### config.mk
export PLATFORM = sky130hd
export DESIGN_NAME = biriscv_pipe_ctrl_nstage_flat
export DESIGN_NICKNAME = d
export VERILOG_FILES = /design/src/rtl/biriscv_pipe_ctrl_nstage_if.sv /design/src/rtl/biriscv_pipe_ctrl_nstage.sv /design/src/flat_wrapper.sv
export SDC_FILE = /design/constraint.sdc
export NUM_CORES = 1
export LEC_CHECK = 0
export ABC_CLOCK_PERIOD_IN_PS = 6800
export CAP_MARGIN = 5
export CELL_PAD_IN_SITES_DETAIL_PLACEMENT = 0
export CELL_PAD_IN_SITES_GLOBAL_PLACEMENT = 2
export CORE_AREA = 3 3 195 197
export CTS_CLUSTER_DIAMETER = 150
export DETAILED_ROUTE_END_ITERATION = 10
export DIE_AREA = 0 0 198 200
export PLACE_DENSITY_LB_ADDON = 0.25
export SLEW_MARGIN = 20
export SYNTH_ARGS = -nofsm -noshare
export SYNTH_HDL_FRONTEND = slang
export SYNTH_SLANG_ARGS = --single-unit
export TNS_END_PERCENT = 100
### constraint.sdc
create_clock -name clk_i -period 6.8 [get_ports clk_i]
set_clock_uncertainty 0.05 [all_clocks]
set_input_delay 1.02 -clock clk_i [delete_from_list [all_inputs] [get_ports clk_i]]
set_output_delay 1.02 -clock clk_i [all_outputs]
set_load 0.1 [all_outputs]
### src/rtl/biriscv_pipe_ctrl_nstage_if.sv
// ---------------------------------------------------------------------------
// biriscv_pipe_ctrl_nstage_if
// Bundles every non-clock/reset signal of the N-stage pipeline controller.
//   master : issue/decode + LSU + MUL + regfile side (drives *_i, reads *_o)
//   slave  : the pipeline controller itself
// Signal groups:
//   issue_*           issue handshake, global stall, class bits, rd, pc, exc
//   alu/mem/mul_*     execution results captured at their stages
//   ra_i/rb_i, fwd_*  two-operand forwarding lookup, hazard_o
//   stall_o/squash_o  memory stall request and exception flush
//   squash_wb_i, *_wb_o  writeback kill and commit outputs
// ---------------------------------------------------------------------------
interface biriscv_pipe_ctrl_nstage_if;
    logic        issue_valid_i;
    logic        issue_accept_i;
    logic        issue_stall_i;
    logic        issue_lsu_i;
    logic        issue_mul_i;
    logic        issue_rd_valid_i;
    logic [4:0]  issue_rd_i;
    logic [31:0] issue_pc_i;
    logic [5:0]  issue_exception_i;
    logic [31:0] alu_result_e1_i;
    logic        mem_complete_i;
    logic [31:0] mem_result_i;
    logic [5:0]  mem_exception_i;
    logic [31:0] mul_result_i;
    logic [4:0]  ra_i;
    logic [4:0]  rb_i;
    logic        fwd_ra_valid_o;
    logic        fwd_rb_valid_o;
    logic [31:0] fwd_ra_o;
    logic [31:0] fwd_rb_o;
    logic        hazard_o;
    logic        stall_o;
    logic        squash_o;
    logic        squash_wb_i;
    logic        valid_wb_o;
    logic [4:0]  rd_wb_o;
    logic [31:0] result_wb_o;
    logic [31:0] pc_wb_o;
    logic [5:0]  exception_wb_o;

    modport master (
        output issue_valid_i, issue_accept_i, issue_stall_i, issue_lsu_i,
               issue_mul_i, issue_rd_valid_i, issue_rd_i, issue_pc_i,
               issue_exception_i, alu_result_e1_i, mem_complete_i,
               mem_result_i, mem_exception_i, mul_result_i, ra_i, rb_i,
               squash_wb_i,
        input  fwd_ra_valid_o, fwd_rb_valid_o, fwd_ra_o, fwd_rb_o, hazard_o,
               stall_o, squash_o, valid_wb_o, rd_wb_o, result_wb_o, pc_wb_o,
               exception_wb_o
    );

    modport slave (
        input  issue_valid_i, issue_accept_i, issue_stall_i, issue_lsu_i,
               issue_mul_i, issue_rd_valid_i, issue_rd_i, issue_pc_i,
               issue_exception_i, alu_result_e1_i, mem_complete_i,
               mem_result_i, mem_exception_i, mul_result_i, ra_i, rb_i,
               squash_wb_i,
        output fwd_ra_valid_o, fwd_rb_valid_o, fwd_ra_o, fwd_rb_o, hazard_o,
               stall_o, squash_o, valid_wb_o, rd_wb_o, result_wb_o, pc_wb_o,
               exception_wb_o
    );
endinterface

### src/rtl/biriscv_pipe_ctrl_nstage.sv
// ---------------------------------------------------------------------------
// biriscv_pipe_ctrl_nstage
// In-order execute pipeline controller: E1..E<STAGES> followed by one WB
// register. Captures ALU (E1), load (MEM_STAGE) and multiply (MUL_STAGE)
// results, raises the memory stall, squashes on exceptions reaching the last
// stage, and answers a two-operand RAW forwarding/hazard lookup.
// Ports:
//   clk_i  clock, rst_i synchronous active-high reset
//   bus    biriscv_pipe_ctrl_nstage_if.slave (issue, results, lookup, WB)
// Parameters: STAGES (2..6), MEM_STAGE, MUL_STAGE (both 2..STAGES).
// Build option: BIRISCV_PIPE_FWD_EN enables the forwarding network; when
// undefined no value is forwarded and any in-flight match is a hazard.
// ---------------------------------------------------------------------------
module biriscv_pipe_ctrl_nstage #(
    parameter int STAGES    = 3,
    parameter int MEM_STAGE = 2,
    parameter int MUL_STAGE = 2
) (
    input  logic                      clk_i,
    input  logic                      rst_i,
    biriscv_pipe_ctrl_nstage_if.slave bus
);
    typedef struct packed {
        logic        valid;
        logic        lsu;
        logic        mul;
        logic        rd_valid;
        logic [4:0]  rd;
        logic [31:0] pc;
        logic [5:0]  exc;
        logic [31:0] result;
        logic        ready;
    } entry_t;

    entry_t      r_st  [1:STAGES];
    entry_t      w_adv [1:STAGES];   // stage k entry as it leaves stage k
    entry_t      w_issue;
    logic        r_squash;
    logic        r_wb_valid;
    logic        r_wb_rd_valid;
    logic [4:0]  r_wb_rd;
    logic [31:0] r_wb_pc;
    logic [31:0] r_wb_result;
    logic [5:0]  r_wb_exc;

    logic        w_squash_now;
    logic        w_squash;
    logic        w_accept;
    logic        w_valid_wb;
    logic [1:0][4:0]  w_src;
    logic [1:0]       w_hit;
    logic [1:0]       w_fv;
    logic [1:0][31:0] w_fd;
    logic [1:0]       w_hz;

    // Result capture applied on the move out of each stage.
    always_comb begin
        for (int k = 1; k <= STAGES; k++) begin
            w_adv[k] = r_st[k];
            if (k == 1 && !r_st[k].lsu && !r_st[k].mul) begin
                w_adv[k].result = bus.alu_result_e1_i;
                w_adv[k].ready  = 1'b1;
            end
            if (k == MEM_STAGE && r_st[k].lsu) begin
                w_adv[k].result = bus.mem_result_i;
                w_adv[k].ready  = 1'b1;
                // Front-end exception takes precedence over the LSU one.
                if (r_st[k].exc == 6'd0)
                    w_adv[k].exc = bus.mem_exception_i;
            end
            if (k == MUL_STAGE && r_st[k].mul) begin
                w_adv[k].result = bus.mul_result_i;
                w_adv[k].ready  = 1'b1;
            end
        end
    end

    always_comb begin
        w_issue          = '0;
        w_issue.valid    = 1'b1;
        w_issue.lsu      = bus.issue_lsu_i;
        w_issue.mul      = bus.issue_mul_i;
        w_issue.rd_valid = bus.issue_rd_valid_i;
        w_issue.rd       = bus.issue_rd_i;
        w_issue.pc       = bus.issue_pc_i;
        w_issue.exc      = bus.issue_exception_i;
    end

    // w_adv covers a load whose mem exception arrives in the last stage.
    assign w_squash_now = r_st[STAGES].valid && (w_adv[STAGES].exc != 6'd0);
    assign w_squash     = w_squash_now | r_squash;
    assign w_accept     = bus.issue_valid_i & bus.issue_accept_i & ~w_squash;

    always_ff @(posedge clk_i) begin
        if (rst_i) begin
            for (int k = 1; k <= STAGES; k++)
                r_st[k] <= '0;
            r_squash      <= 1'b0;
            r_wb_valid    <= 1'b0;
            r_wb_rd_valid <= 1'b0;
            r_wb_rd       <= 5'd0;
            r_wb_pc       <= 32'd0;
            r_wb_result   <= 32'd0;
            r_wb_exc      <= 6'd0;
        end else if (!bus.issue_stall_i) begin
            r_squash <= w_squash_now;
            if (w_accept)
                r_st[1] <= w_issue;
            else
                r_st[1] <= '0;
            for (int k = 2; k <= STAGES; k++) begin
                if (w_squash)
                    r_st[k] <= '0;
                else
                    r_st[k] <= w_adv[k-1];
            end
            if (bus.squash_wb_i) begin
                r_wb_valid    <= 1'b0;
                r_wb_rd_valid <= 1'b0;
                r_wb_rd       <= 5'd0;
                r_wb_pc       <= 32'd0;
                r_wb_result   <= 32'd0;
                r_wb_exc      <= 6'd0;
            end else begin
                // Excepting entry commits nothing but keeps its code.
                r_wb_valid    <= w_adv[STAGES].valid & ~w_squash_now;
                r_wb_rd_valid <= w_adv[STAGES].rd_valid & ~w_squash_now;
                r_wb_rd       <= w_adv[STAGES].rd;
                r_wb_pc       <= w_adv[STAGES].pc;
                r_wb_result   <= w_adv[STAGES].result;
                r_wb_exc      <= w_adv[STAGES].exc;
            end
        end
    end

    // Forwarding lookup, youngest stage first, WB last.
    assign w_src = {bus.rb_i, bus.ra_i};

    always_comb begin
        w_hit = '0;
        w_fv  = '0;
        w_fd  = '0;
        w_hz  = '0;
        for (int p = 0; p < 2; p++) begin
            for (int k = 1; k <= STAGES; k++) begin
                if (!w_hit[p] && r_st[k].valid && r_st[k].rd_valid &&
                    r_st[k].rd == w_src[p] && w_src[p] != 5'd0) begin
                    w_hit[p] = 1'b1;
`ifdef BIRISCV_PIPE_FWD_EN
                    if (r_st[k].ready) begin
                        w_fv[p] = 1'b1;
                        w_fd[p] = r_st[k].result;
                    end else if (k == 1 && !r_st[k].lsu && !r_st[k].mul) begin
                        w_fv[p] = 1'b1;
                        w_fd[p] = bus.alu_result_e1_i;
                    end else if (k == MEM_STAGE && r_st[k].lsu && bus.mem_complete_i) begin
                        w_fv[p] = 1'b1;
                        w_fd[p] = bus.mem_result_i;
                    end else begin
                        w_hz[p] = 1'b1;
                    end
`else
                    w_hz[p] = 1'b1;
`endif
                end
            end
            if (!w_hit[p] && r_wb_valid && r_wb_rd_valid &&
                r_wb_rd == w_src[p] && w_src[p] != 5'd0) begin
                w_hit[p] = 1'b1;
`ifdef BIRISCV_PIPE_FWD_EN
                w_fv[p] = 1'b1;
                w_fd[p] = r_wb_result;
`else
                w_hz[p] = 1'b1;
`endif
            end
        end
    end

    assign bus.fwd_ra_valid_o = w_fv[0];
    assign bus.fwd_rb_valid_o = w_fv[1];
    assign bus.fwd_ra_o       = w_fd[0];
    assign bus.fwd_rb_o       = w_fd[1];
    assign bus.hazard_o       = |w_hz;

    assign bus.stall_o  = r_st[MEM_STAGE].valid & r_st[MEM_STAGE].lsu & ~bus.mem_complete_i;
    assign bus.squash_o = w_squash;

    assign w_valid_wb         = r_wb_valid & ~bus.issue_stall_i;
    assign bus.valid_wb_o     = w_valid_wb;
    assign bus.rd_wb_o        = (w_valid_wb & r_wb_rd_valid & ~bus.stall_o) ? r_wb_rd : 5'd0;
    assign bus.result_wb_o    = r_wb_result;
    assign bus.pc_wb_o        = r_wb_pc;
    assign bus.exception_wb_o = r_wb_exc;
endmodule

### src/flat_wrapper.sv
// flat-port wrapper written by rule: the top's interface ports become plain ports
module biriscv_pipe_ctrl_nstage_flat 
#(
    parameter int STAGES    = 3,
    parameter int MEM_STAGE = 2,
    parameter int MUL_STAGE = 2
)
  (clk_i, rst_i, bus_issue_valid_i, bus_issue_accept_i, bus_issue_stall_i, bus_issue_lsu_i, bus_issue_mul_i, bus_issue_rd_valid_i, bus_issue_rd_i, bus_issue_pc_i, bus_issue_exception_i, bus_alu_result_e1_i, bus_mem_complete_i, bus_mem_result_i, bus_mem_exception_i, bus_mul_result_i, bus_ra_i, bus_rb_i, bus_squash_wb_i, bus_fwd_ra_valid_o, bus_fwd_rb_valid_o, bus_fwd_ra_o, bus_fwd_rb_o, bus_hazard_o, bus_stall_o, bus_squash_o, bus_valid_wb_o, bus_rd_wb_o, bus_result_wb_o, bus_pc_wb_o, bus_exception_wb_o);
  biriscv_pipe_ctrl_nstage_if bus_i ();
  input  logic clk_i;
  input  logic rst_i;
  input wire logic [$bits(bus_i.issue_valid_i)-1:0] bus_issue_valid_i;
  input wire logic [$bits(bus_i.issue_accept_i)-1:0] bus_issue_accept_i;
  input wire logic [$bits(bus_i.issue_stall_i)-1:0] bus_issue_stall_i;
  input wire logic [$bits(bus_i.issue_lsu_i)-1:0] bus_issue_lsu_i;
  input wire logic [$bits(bus_i.issue_mul_i)-1:0] bus_issue_mul_i;
  input wire logic [$bits(bus_i.issue_rd_valid_i)-1:0] bus_issue_rd_valid_i;
  input wire logic [$bits(bus_i.issue_rd_i)-1:0] bus_issue_rd_i;
  input wire logic [$bits(bus_i.issue_pc_i)-1:0] bus_issue_pc_i;
  input wire logic [$bits(bus_i.issue_exception_i)-1:0] bus_issue_exception_i;
  input wire logic [$bits(bus_i.alu_result_e1_i)-1:0] bus_alu_result_e1_i;
  input wire logic [$bits(bus_i.mem_complete_i)-1:0] bus_mem_complete_i;
  input wire logic [$bits(bus_i.mem_result_i)-1:0] bus_mem_result_i;
  input wire logic [$bits(bus_i.mem_exception_i)-1:0] bus_mem_exception_i;
  input wire logic [$bits(bus_i.mul_result_i)-1:0] bus_mul_result_i;
  input wire logic [$bits(bus_i.ra_i)-1:0] bus_ra_i;
  input wire logic [$bits(bus_i.rb_i)-1:0] bus_rb_i;
  input wire logic [$bits(bus_i.squash_wb_i)-1:0] bus_squash_wb_i;
  output wire logic [$bits(bus_i.fwd_ra_valid_o)-1:0] bus_fwd_ra_valid_o;
  output wire logic [$bits(bus_i.fwd_rb_valid_o)-1:0] bus_fwd_rb_valid_o;
  output wire logic [$bits(bus_i.fwd_ra_o)-1:0] bus_fwd_ra_o;
  output wire logic [$bits(bus_i.fwd_rb_o)-1:0] bus_fwd_rb_o;
  output wire logic [$bits(bus_i.hazard_o)-1:0] bus_hazard_o;
  output wire logic [$bits(bus_i.stall_o)-1:0] bus_stall_o;
  output wire logic [$bits(bus_i.squash_o)-1:0] bus_squash_o;
  output wire logic [$bits(bus_i.valid_wb_o)-1:0] bus_valid_wb_o;
  output wire logic [$bits(bus_i.rd_wb_o)-1:0] bus_rd_wb_o;
  output wire logic [$bits(bus_i.result_wb_o)-1:0] bus_result_wb_o;
  output wire logic [$bits(bus_i.pc_wb_o)-1:0] bus_pc_wb_o;
  output wire logic [$bits(bus_i.exception_wb_o)-1:0] bus_exception_wb_o;
  assign bus_i.issue_valid_i = bus_issue_valid_i;
  assign bus_i.issue_accept_i = bus_issue_accept_i;
  assign bus_i.issue_stall_i = bus_issue_stall_i;
  assign bus_i.issue_lsu_i = bus_issue_lsu_i;
  assign bus_i.issue_mul_i = bus_issue_mul_i;
  assign bus_i.issue_rd_valid_i = bus_issue_rd_valid_i;
  assign bus_i.issue_rd_i = bus_issue_rd_i;
  assign bus_i.issue_pc_i = bus_issue_pc_i;
  assign bus_i.issue_exception_i = bus_issue_exception_i;
  assign bus_i.alu_result_e1_i = bus_alu_result_e1_i;
  assign bus_i.mem_complete_i = bus_mem_complete_i;
  assign bus_i.mem_result_i = bus_mem_result_i;
  assign bus_i.mem_exception_i = bus_mem_exception_i;
  assign bus_i.mul_result_i = bus_mul_result_i;
  assign bus_i.ra_i = bus_ra_i;
  assign bus_i.rb_i = bus_rb_i;
  assign bus_i.squash_wb_i = bus_squash_wb_i;
  assign bus_fwd_ra_valid_o = bus_i.fwd_ra_valid_o;
  assign bus_fwd_rb_valid_o = bus_i.fwd_rb_valid_o;
  assign bus_fwd_ra_o = bus_i.fwd_ra_o;
  assign bus_fwd_rb_o = bus_i.fwd_rb_o;
  assign bus_hazard_o = bus_i.hazard_o;
  assign bus_stall_o = bus_i.stall_o;
  assign bus_squash_o = bus_i.squash_o;
  assign bus_valid_wb_o = bus_i.valid_wb_o;
  assign bus_rd_wb_o = bus_i.rd_wb_o;
  assign bus_result_wb_o = bus_i.result_wb_o;
  assign bus_pc_wb_o = bus_i.pc_wb_o;
  assign bus_exception_wb_o = bus_i.exception_wb_o;
  biriscv_pipe_ctrl_nstage #(.STAGES(STAGES), .MEM_STAGE(MEM_STAGE), .MUL_STAGE(MUL_STAGE)) u_core (.clk_i(clk_i), .rst_i(rst_i), .bus(bus_i));
endmodule
After elaboration in Yosys (flattened, before gate mapping)
Memories as Yosys holds them, arrays and structs flattened.
Index checks and enable logic that the tools add are counted.

storage, ports and cells
  register bits = 78
  bits in writable memories = 240
  input bits = 165
  output and inout port bits = 145
  word-level logic and storage cells = 124
  memories = 1

operators by class
  eq/ne operators = 8
  mux-type cells = 43
  bitwise operators = 21
  reductions and logical operators = 44

memory list
  memory       words  width  rd ports  clocked after Yosys merged registers in  write ports  line                            source
  u_core.r_st  3      80     3         0                                        3            biriscv_pipe_ctrl_nstage.sv:35  entry_t r_st [1:STAGES];

operator list
  operator            count
  two-way mux 80 bit  6
  two-way mux 33 bit  2
  two-way mux 32 bit  2
  == test 5 bit       8
  two-way mux 39 bit  1
  logical AND 1 bit   31
  two-way mux 1 bit   28
  two-way mux 6 bit   2
  two-way mux 5 bit   2
  nonzero test 5 bit  2
  AND 1 bit           9
  zero test 1 bit     8
  OR 1 bit            7
  zero test 6 bit     1
  nonzero test 6 bit  1
  NOT 1 bit           5
  OR reduction 2 bit  1

Longest topological paths before layout
Gate-level depths: netlist of the first run.
An unclocked memory read counts as a cell.

  word-level depth = 24
  mapped depth = 7
  gate-level depth less buffers = 5

Worst setup path before layout of the first run
Ideal clock, no wire load.

  path kind = input to register
  start point = input bus_issue_stall_i
  end point = register, netlist name u_core.r_st[0][113]
  setup time = 554 ps
  arrival time = 5594 ps
  required time = 6196 ps
  path slack = 602 ps
  stages = 5
  path buffers = 3
  cell sequence = nor2b_1 -> clkbuf_1 -> clkbuf_1 -> buf_1 -> inv_1

RTL lines
  element          line                source
  start, declared  flat_wrapper.sv:14  input wire logic [$bits(bus_i.issue_stall_i)-1:0] bus_issue_stall_i;

Final worst setup path of the first run
  start point = input bus_ra_i[1]
  end point = output bus_hazard_o

between the ends
  word-level cells in the longest chain between the ends = 23

RTL lines
  element                          line                             source
  start, declared                  flat_wrapper.sv:26               input wire logic [$bits(bus_i.ra_i)-1:0] bus_ra_i;
  == test 5 bit                    biriscv_pipe_ctrl_nstage.sv:147  r_st[k].rd == w_src[p] && w_src[p] != 5'd0) begin
  logical AND 1 bit                biriscv_pipe_ctrl_nstage.sv:146  if (!w_hit[p] && r_st[k].valid && r_st[k].rd_valid &&
  logical AND 1 bit                biriscv_pipe_ctrl_nstage.sv:147
  two-way mux 1 bit                biriscv_pipe_ctrl_nstage.sv:146
  zero test 1 bit                  biriscv_pipe_ctrl_nstage.sv:146
  logical AND 1 bit (3 in series)  biriscv_pipe_ctrl_nstage.sv:146
  logical AND 1 bit                biriscv_pipe_ctrl_nstage.sv:147
  two-way mux 1 bit                biriscv_pipe_ctrl_nstage.sv:146
  zero test 1 bit                  biriscv_pipe_ctrl_nstage.sv:146
  logical AND 1 bit (3 in series)  biriscv_pipe_ctrl_nstage.sv:146
  logical AND 1 bit                biriscv_pipe_ctrl_nstage.sv:147
  two-way mux 1 bit                biriscv_pipe_ctrl_nstage.sv:146
  zero test 1 bit                  biriscv_pipe_ctrl_nstage.sv:167  if (!w_hit[p] && r_wb_valid && r_wb_rd_valid &&
  logical AND 1 bit (3 in series)  biriscv_pipe_ctrl_nstage.sv:167
  logical AND 1 bit                biriscv_pipe_ctrl_nstage.sv:168  r_wb_rd == w_src[p] && w_src[p] != 5'd0) begin
  two-way mux 1 bit (*)            biriscv_pipe_ctrl_nstage.sv:167
  OR reduction 2 bit (*)           biriscv_pipe_ctrl_nstage.sv:184  assign bus.hazard_o = |w_hz;
  end, declared                    flat_wrapper.sv:33               output wire logic [$bits(bus_i.hazard_o)-1:0] bus_hazard_o;

Mark *: on every way between the ends. The rest lies on a longest branch, timed or not.

==> results.json, run 1 <==
{
  "clockRootBuffer": "clkbuf_16",
  "cp_data_required_time_ns": 5.73,
  "dieArea_um2": 39600,
  "grt_pass1_wl_mm": 39.75,
  "cp_max_fo": 5,
  "cts_tree": "yes",
  "cp-endpoint": "bus_hazard_o",
  "dp_cells": 1540,
  "regToRegSetupSlack_ns": 3.69,
  "rr_startpoint": "u_core.r_st[0][275]$_SDFFCE_PN0P_",
  "clkSinkCount": 281,
  "fmax_mhz": 217.2,
  "final_common_cell": "clkdlybuf4s50_1",
  "cts-htree-levels": 2,
  "drive_above_1_share_pct": 5.732,
  "numPortBuffers": 243,
  "ir_worst_vdd_mv": 0.1449,
  "yosys_warnings": 0,
  "track_usage_pct": 12.95,
  "slowest_stage": "clkdlybuf4s50_1",
  "hold_class": "reg -> reg",
  "grt-ovfl-total": 0,
  "fp-row-count": 70,
  "critPathTopFamily": "buffers and inverters",
  "cp.arrival_ns": 3.53,
  "numCtsBuffers": 34,
  "syn_to_final_growth_pct": 31.87,
  "async_flop_share_pct": 0,
  "synth_seq_area_share_pct": 66.21,
  "worst-setup-path-type": "in -> out",
  "final_cell_mix": "clkdlybuf4s50_1 (243), edfxtp_1 (203), and2_1 (169)",
  "syn_avg_cell_area_um2": 13.11,
  "rsz0062_at_grt": "no",
  "drtPass1Iterations": 4,
  "reg2reg_depth": 7,
  "cts_resized": 0,
  "utilization_pct": 41.86,
  "tns_ns": 0,
  "place_area_um2": 14170,
  "layout.cells.non_filler": 1604,
  "detail-route-antenna-nets": 0,
  "finalWirelength_mm": 26.62,
  "syn_inst": 882,
  "worst_setup_path_startpoint": "bus_ra_i[1]",
  "timing.critical_path.depth": 7,
  "gp_congestion": 0.7793,
  "clockBufferDepth": 3,
  "die_h_um": 200,
  "worstMarginPinSlew_ns": 1.077,
  "dp_hpwl_mm": 17.42,
  "vias": 6860,
  "final_cell_area_um2": 15250,
  "path_cells": "clkdlybuf4s50_1, xnor2_1, nand4_1, nor3_1, nor4_1, o22ai_1, clkdlybuf4s50_1",
  "die_w_um": 198,
  "via_per_inst": 4.277,
  "synth-edff-count": 203,
  "status": "finished, final reports clean",
  "grt_max_degree": 129,
  "critPathCaptureType": "output pin",
  "final.period_utilization_pct": 67.70,
  "finalSetupViolations": 0,
  "fin_crit_ns": 4.604,
  "insertion_delay_ns": 0.50,
  "finalHoldViolCount": 0,
  "drtIter0Drc": 261,
  "power_leakage_nw": 5.801,
  "synthDistinctLibCells": 31,
  "antenna_found_initial": 8,
  "ys.flop_type": "edfxtp_1",
  "synth_area_um2": 11570,
  "critPathMostFrequentCell": "clkdlybuf4s50_1",
  "ys_seq_elements": 281,
  "core-area_um2": 36430,
  "critical_path_buf_inv_count": 2,
  "initial_core_util_pct": 31.74,
  "wl_per_cell_um": 16.60,
  "critPathLaunchType": "input pin",
  "drv_slew": 0,
  "clk_pin_slew_ns": 0.06,
  "post-cts-setup-buffers": 0,
  "cts_hold_buf": 0,
  "r2r-end": "u_core.r_st[0][150]$_SDFFCE_PP0P_",
  "nets": 1274,
  "slew_headroom_pct": 27.96,
  "maxCapViolations": 0,
  "totalPowerFinal_w": 0.004208,
  "pin_count": 310,
  "grt_pass1_vias": 6650,
  "critPathMaxStageDelay_ns": 1.15,
  "route.detailed.drc": 0,
  "powerDensity_nw_per_um2": 275.9
}
## cell usage after synthesis, drive strengths merged (3+ instances only)
library cell	count	area share [%]
or4	3	0.23
and2	169	9.1
a21oi	39	1.7
edfxtp	203	53
nand4	8	0.43
dfxtp	78	14
mux2i	32	2.8
nand2	5	0.16
buf	79	4.8
nor2	76	2.5
clkbuf	47	1.6
xnor2	32	2.4
a22o	75	5.7
xor2	8	0.61
nor3	12	0.62
nor4	3	0.16
## logic make-up after synthesis
group / after synthesis / synth area share, %
flip-flops: 281 / 66.21
AND/OR/NAND/NOR: 283 / 13.80
AO/OA/AOI/OAI: 118 / 7.778
other: 1 / 0.03242
XOR/XNOR: 40 / 3.029
multiplexers: 32 / 2.769
buffers and inverters: 127 / 6.383
## state kept, by name, indices dropped and copies added, names as in the netlist
| signal | count |
|---|---|
| u_core.r_st | 203 |
| u_core.r_wb_valid | 1 |
| u_core.bus.result_wb_o | 32 |
| u_core.bus.exception_wb_o | 6 |
| u_core.r_wb_rd | 5 |
| u_core.r_wb_rd_valid | 1 |
| u_core.bus.pc_wb_o | 32 |
| u_core.r_squash | 1 |
## metal layers
metal | part of all wire [%] | global-route usage [%]
met5 | 0.33 | 0
met4 | 2.1 | 3.670
met3 | 8.2 | 5.002
met2 | 47 | 21.19
met1 | 42 | 16.10
## area by class of cell
type	instances	area, µm²
Clock buffer	50	982.2
Tap cell	468	585.6
Sequential cell	281	7657
Inverter	1	11.26
Clock inverter	11	80.08
Antenna cell	2	5.005
Multi-Input combinational cell	539	3427
Timing Repair Buffer	252	2504
Fill cell	3417	21180
## where the power goes
part | switching, W | internal (W) | total, W
Clock | 0.000679 | 0.00104 | 0.00172
Combinational | 0.000370 | 0.000162 | 0.000532
Sequential | 0.0000329 | 0.00193 | 0.00196
## how the worst min path moves through the flow
stage | start | slack [ns] | to | cells after the start
4_1_cts | u_core.r_st[0][270]$_SDFFCE_PN0P_ | 0.40 | u_core.bus.result_wb_o[29]$_SDFFE_PP0N_ | 1
6_report | u_core.r_st[0][270]$_SDFFCE_PN0P_ | 0.40 | u_core.bus.result_wb_o[29]$_SDFFE_PP0N_ | 1
5_1_grt | u_core.r_st[0][296]$_SDFFCE_PN0P_ | 0.42 | u_core.bus.pc_wb_o[17]$_SDFFE_PP0N_ | 1
3_3_place_gp | u_core.r_st[0][298]$_SDFFCE_PN0P_ | 0.39 | u_core.bus.pc_wb_o[19]$_SDFFE_PP0N_ | 1
3_5_place_dp | u_core.r_st[0][265]$_SDFFCE_PN0P_ | 0.39 | u_core.bus.result_wb_o[24]$_SDFFE_PP0N_ | 1
2_1_floorplan | u_core.r_st[0][279]$_SDFFCE_PN0P_ | 0.39 | u_core.bus.pc_wb_o[0]$_SDFFE_PP0N_ | 1
## metrics by stage
stage	hold slack, ns	worst slack [ns]
global placement	0.3870	2.188
detailed placement	0.3899	2.173
global route	0.4182	2.006
CTS	0.3952	2.165
finish	0.3955	2.196
floorplan	0.3858	0.6023
No activity file was read; power rests on OpenSTA's default activity.
==> inputs of run 2 (changes only) <==
ABC_CLOCK_PERIOD_IN_PS = 4700   (was 6800)
clock period = 4.7 ns   (was 6.8 ns; I/O delays follow)
==> run 2 against run 1 <==
  * Core utilization rose by 0.069 points
  * Die area did not move
  * Combinational power up 45%
  * Setup slack worse by 1.1 ns
  * Clock-buffer cell count is 7 lower
  * Global-route usage grew 0.23 points
  * Sequential cell count is the same
  * Clock power up 44%
  * Via count increased by 1.0%
  * First-iteration DRC count fell by 23%
  * Non-clock buffer count is 1 higher
  * Largest cell class unchanged
==> results.json, run 2 (same netlist as run 1, synthesis figures left out) <==
{
  "critPathLaunchType": "register",
  "finalHoldViolCount": 0,
  "die_w_um": 198,
  "drtIter0Drc": 200,
  "maxCapViolations": 0,
  "final_cell_area_um2": 15280,
  "worst-setup-path-type": "reg -> out",
  "grt.busiest_layer": "met2",
  "dp_hpwl_mm": 18.18,
  "antenna_found_initial": 9,
  "initial_core_util_pct": 31.74,
  "drv_slew": 0,
  "fmax_mhz": 279.3,
  "power_leakage_nw": 5.830,
  "numPortBuffers": 243,
  "track_usage_pct": 13.18,
  "clkSinkCount": 281,
  "clockBufferDepth": 3,
  "cts_resized": 0,
  "numCtsBuffers": 34,
  "dpl_worst_slack_ns": 1.180,
  "grt_pass1_wl_mm": 40.39,
  "gr-usage-met1_pct": 15.83,
  "rsz0062_at_grt": "no",
  "cp.arrival_ns": 2.83,
  "nets": 1275,
  "via_per_inst": 4.316,
  "status": "finished, final reports clean",
  "timing.final.ws_setup_ns": 1.120,
  "final_cell_mix": "clkdlybuf4s50_1 (236), edfxtp_1 (203), and2_1 (169)",
  "largest_reg_flops": 203,
  "vias": 6931,
  "worstHoldEndpoint": "u_core.bus.pc_wb_o[29]$_SDFFE_PP0N_",
  "detail-route-antenna-nets": 0,
  "tns_ns": 0,
  "clk_pin_slew_ns": 0.06,
  "cp_data_required_time_ns": 3.94,
  "wl_per_cell_um": 16.74,
  "grtUsageMet2_pct": 22.34,
  "slew_headroom_pct": 29.97,
  "grt-ovfl-total": 0,
  "final.period_utilization_pct": 76.18,
  "place_area_um2": 14180,
  "reg2reg_depth": 6,
  "core-area_um2": 36430,
  "grt_pass1_vias": 6932,
  "critPathCaptureType": "output pin",
  "finalWirelength_mm": 26.89,
  "hold_ws_ns": 0.3981,
  "route.detailed.drc": 0,
  "hold_class": "reg -> reg",
  "final_common_cell": "clkdlybuf4s50_1",
  "gp_congestion": 0.7637,
  "totalPowerFinal_w": 0.006086,
  "drive_above_1_share_pct": 6.866,
  "pin_count": 310,
  "powerDensity_nw_per_um2": 398.3,
  "r2r-end": "u_core.r_st[0][143]$_SDFFCE_PP0P_",
  "syn_to_final_growth_pct": 32.09,
  "fin_crit_ns": 3.580,
  "grt_max_degree": 93,
  "finalSetupViolations": 0,
  "cts-htree-levels": 2,
  "post-cts-setup-buffers": 0,
  "cts_tree": "yes",
  "min_path_cells": 1,
  "cts_hold_buf": 0,
  "worstMarginPinSlew_ns": 1.047,
  "holdCritStartpoint": "u_core.r_st[0][308]$_SDFFCE_PN0P_",
  "use_met3_pct": 4.935,
  "rr_startpoint": "u_core.r_st[0][275]$_SDFFCE_PN0P_",
  "cp_max_fo": 5,
  "die_h_um": 200,
  "dieArea_um2": 39600,
  "top_register": "u_core.r_st",
  "fp-row-count": 70,
  "insertion_delay_ns": 0.51,
  "ir_worst_vdd_mv": 0.2560,
  "clockRootBuffer": "clkbuf_16",
  "drtPass1Iterations": 4,
  "regToRegSetupSlack_ns": 1.66
}
[run 2: layout make-up]
type	count	area, µm²
fill	3422	21160
sequential	281	7657
multi-input combinational	539	3427
timing repair buffer	253	2522
clock buffer	43	934.6
tap	468	585.6
clock inverter	19	137.6
inverter	1	7.507
antenna	2	5.005
[run 2: worst max path at each step]
| stage | start | end | slack, ns | cells past startpoint |
|---|---|---|---|---|
| after global placement | bus_issue_stall_i | u_core.r_st[0][183]$_SDFFCE_PN0P_ | 1.24 | 4 |
| after CTS | u_core.r_st[0][275]$_SDFFCE_PN0P_ | bus_squash_o | 1.09 | 4 |
| after global routing | u_core.r_st[0][275]$_SDFFCE_PN0P_ | bus_squash_o | 1.04 | 4 |
| after detailed placement | bus_issue_stall_i | u_core.r_st[0][175]$_SDFFCE_PN0P_ | 1.18 | 4 |
| after floorplan | bus_issue_stall_i | u_core.r_st[0][113]$_SDFFCE_PP0P_ | -0.002 | 5 |
| final | u_core.r_st[0][275]$_SDFFCE_PN0P_ | bus_squash_o | 1.12 | 4 |
[run 2: critical path: stages, from the launching register on]
cell and delay, ns:
edfxtp_1 0.40, or4_4 0.57, o31ai_4 0.29, nand2b_1 0.09, clkdlybuf4s50_1 0.97
[run 2: report_power, final]
part           internal [W]  switching (W)  total (W)  leakage [nW]
registers           0.00279      0.0000499    0.00284          2.89
clock network       0.00147        0.00101    0.00248         0.529
logic              0.000238       0.000535   0.000773          2.41
total               0.00450        0.00159    0.00609          5.83
[run 2: metrics by stage]
step,utilization [%],cells
floorplan,-,947
global placement,38.93,1541
detailed placement,38.93,1541
CTS,41.88,1603
global route,41.92,1605
finish,41.93,1606
[run 2: routing by layer]
metal | routed length (µm) | up-vias
met5 | 93 | -
met4 | 542 | 14
met2 | 13150 | 212
met1 | 10740 | 3212
li1 | - | 3445
met3 | 2357 | 48
==> inputs of run 3 (changes only) <==
ABC_CLOCK_PERIOD_IN_PS = 2900   (was 4700)
CORE_AREA = 3 3 204 206   (was 3 3 195 197)
DIE_AREA = 0 0 207 209   (was 0 0 198 200)
clock period = 2.9 ns   (was 4.7 ns; I/O delays follow)
==> run 3 against run 2 <==
  * Register-to-register slack got worse by 1.3 ns
  * Via count increased by 1.4%
  * Sequential power increased by 62%
  * Core utilization decreased by 3.2 points
  * Sequential cell count unchanged
  * Combinational power increased by 64%
  * First-iteration DRC count increased by 60%
  * Largest power group unchanged
==> results.json, run 3 (same netlist as run 1, synthesis figures left out) <==
{
  "status": "finished, final reports clean",
  "core-area_um2": 39820,
  "antenna_found_initial": 7,
  "pwr-share-comb_pct": 12.7,
  "clkSinkCount": 281,
  "layout.cells.non_filler": 1673,
  "finalSetupViolations": 0,
  "grt_pass1_vias": 7024,
  "drv_slew": 0,
  "numCtsBuffers": 34,
  "dieArea_um2": 43260,
  "fp-row-count": 73,
  "finalWirelength_mm": 28.70,
  "grt_max_degree": 78,
  "final_common_cell": "edfxtp_1",
  "initial_core_util_pct": 29.04,
  "cp_data_required_time_ns": 2.41,
  "powerDensity_nw_per_um2": 649.2,
  "final_cell_mix": "edfxtp_1 (203), and2_1 (169), clkdlybuf4s50_1 (164)",
  "ir_worst_vdd_mv": 0.3477,
  "finalHoldViolCount": 0,
  "rsz0062_at_grt": "no",
  "swShare_pct": 25.78,
  "p_int_w": 0.007436,
  "power_leakage_nw": 6.073,
  "wl_per_cell_um": 17.15,
  "via_per_inst": 4.202,
  "dp_hpwl_mm": 19.95,
  "nets": 1286,
  "slowest_stage": "clkdlybuf4s50_1",
  "worst-setup-path-type": "in -> out",
  "dp_cells": 1610,
  "dpl_worst_slack_ns": 0.3068,
  "clkPwrFrac_pct": 41.4,
  "grt-ovfl-total": 0,
  "post-cts-setup-buffers": 0,
  "drtPass1Iterations": 4,
  "vias": 7030,
  "drive_above_1_share_pct": 13.69,
  "fin_crit_ns": 2.613,
  "top_register": "u_core.r_st",
  "maxCapViolations": 0,
  "numPortBuffers": 243,
  "critPathLaunchType": "input pin",
  "fmax_mhz": 382.8,
  "insertion_delay_ns": 0.51,
  "clk_pin_slew_ns": 0.06,
  "p_seq_share_pct": 45.9,
  "p_switching_w": 0.002582,
  "syn_to_final_growth_pct": 33.42,
  "route.detailed.drc": 0,
  "pin_count": 310,
  "cp.arrival_ns": 2.13,
  "track_usage_pct": 12.93,
  "final.period_utilization_pct": 90.09,
  "drtIter0Drc": 319,
  "clockRootBuffer": "clkbuf_16",
  "gp_congestion": 0.7639,
  "path_cells": "clkdlybuf4s50_1, xnor2_1, nand4_1, nor3_1, nor4_1, o22ai_2, buf_12",
  "die_w_um": 207,
  "cts_resized": 0,
  "critPathMaxStageDelay_ns": 0.56,
  "clockBufferDepth": 3,
  "critPathCaptureType": "output pin",
  "hold_class": "reg -> reg",
  "cp_max_fo": 5,
  "cts_tree": "yes",
  "die_h_um": 209,
  "timing.final.ws_setup_ns": 0.2875,
  "cts-htree-levels": 2,
  "detail-route-antenna-nets": 0,
  "cts_hold_buf": 0,
  "largest_reg_flops": 203,
  "grt_pass1_wl_mm": 43.53,
  "utilization_pct": 38.75
}
run 3: area by class of cell:
type                            instances  area [µm²]
Inverter                                1       7.507
Clock inverter                          9       120.1
Tap cell                              525       656.9
Antenna cell                            1       2.502
Clock buffer                           53       983.4
Sequential cell                       281        7657
Multi-Input combinational cell        539        3436
Timing Repair Buffer                  264        2567
Fill cell                            3918       24390
run 3: metrics by stage:
stage / total power [W] / cell area [µm²] / TNS, ns / hold WS [ns]
finish: 0.01002 / 15430 / 0 / 0.3968
global route: 0.01045 / 15430 / 0 / 0.4096
CTS: 0.01020 / 15430 / 0 / 0.3955
detailed placement: 0.005969 / 14330 / 0 / 0.3921
global placement: 0.005961 / 14330 / 0 / 0.3867
floorplan: 0.005633 / 11840 / -311.05 / 0.3855
run 3: per-layer routing:
metal / wire length (µm) / GRT usage [%] / up-vias / share of wire (%)
met5: 106 / 0 / - / 0.37
met4: 454 / 3.277 / 14 / 1.6
met3: 2113 / 4.489 / 45 / 7.4
met2: 14170 / 21.99 / 187 / 49
met1: 11850 / 15.74 / 3318 / 41
li1: - / - / 3466 / -
run 3: final timing paths:
kind                                                        start  slack, ns                                      to  depth (start not counted)
worst max-delay path                                  bus_rb_i[3]       0.29                            bus_hazard_o                          7
worst max register to register  u_core.r_st[0][275]$_SDFFCE_PN0P_       0.37       u_core.r_st[0][154]$_SDFFCE_PP0P_                          7
worst min-delay path            u_core.r_st[0][244]$_SDFFCE_PN0P_       0.40  u_core.bus.result_wb_o[3]$_SDFFE_PP0N_                          1
worst min register to register  u_core.r_st[0][244]$_SDFFCE_PN0P_       0.40  u_core.bus.result_wb_o[3]$_SDFFE_PP0N_                          1
run 3: power groups by stage:
stage | Combinational (W) | Sequential, W | Clock [W]
after floorplan | 0.000788 | 0.00485 | 0
after global placement | 0.00128 | 0.00468 | 0
after detailed placement | 0.00129 | 0.00468 | 0
after CTS | 0.00129 | 0.00460 | 0.00431
after global routing | 0.00135 | 0.00462 | 0.00448
final | 0.00127 | 0.00460 | 0.00415
run 3: worst max-delay path: cells and delay by family:
kind / cells / cell delay (ns)
AND/OR/NAND/NOR: 3 / 0.53
AO/OA/AOI/OAI: 1 / 0.19
XOR/XNOR: 1 / 0.20
buffers and inverters: 2 / 0.76
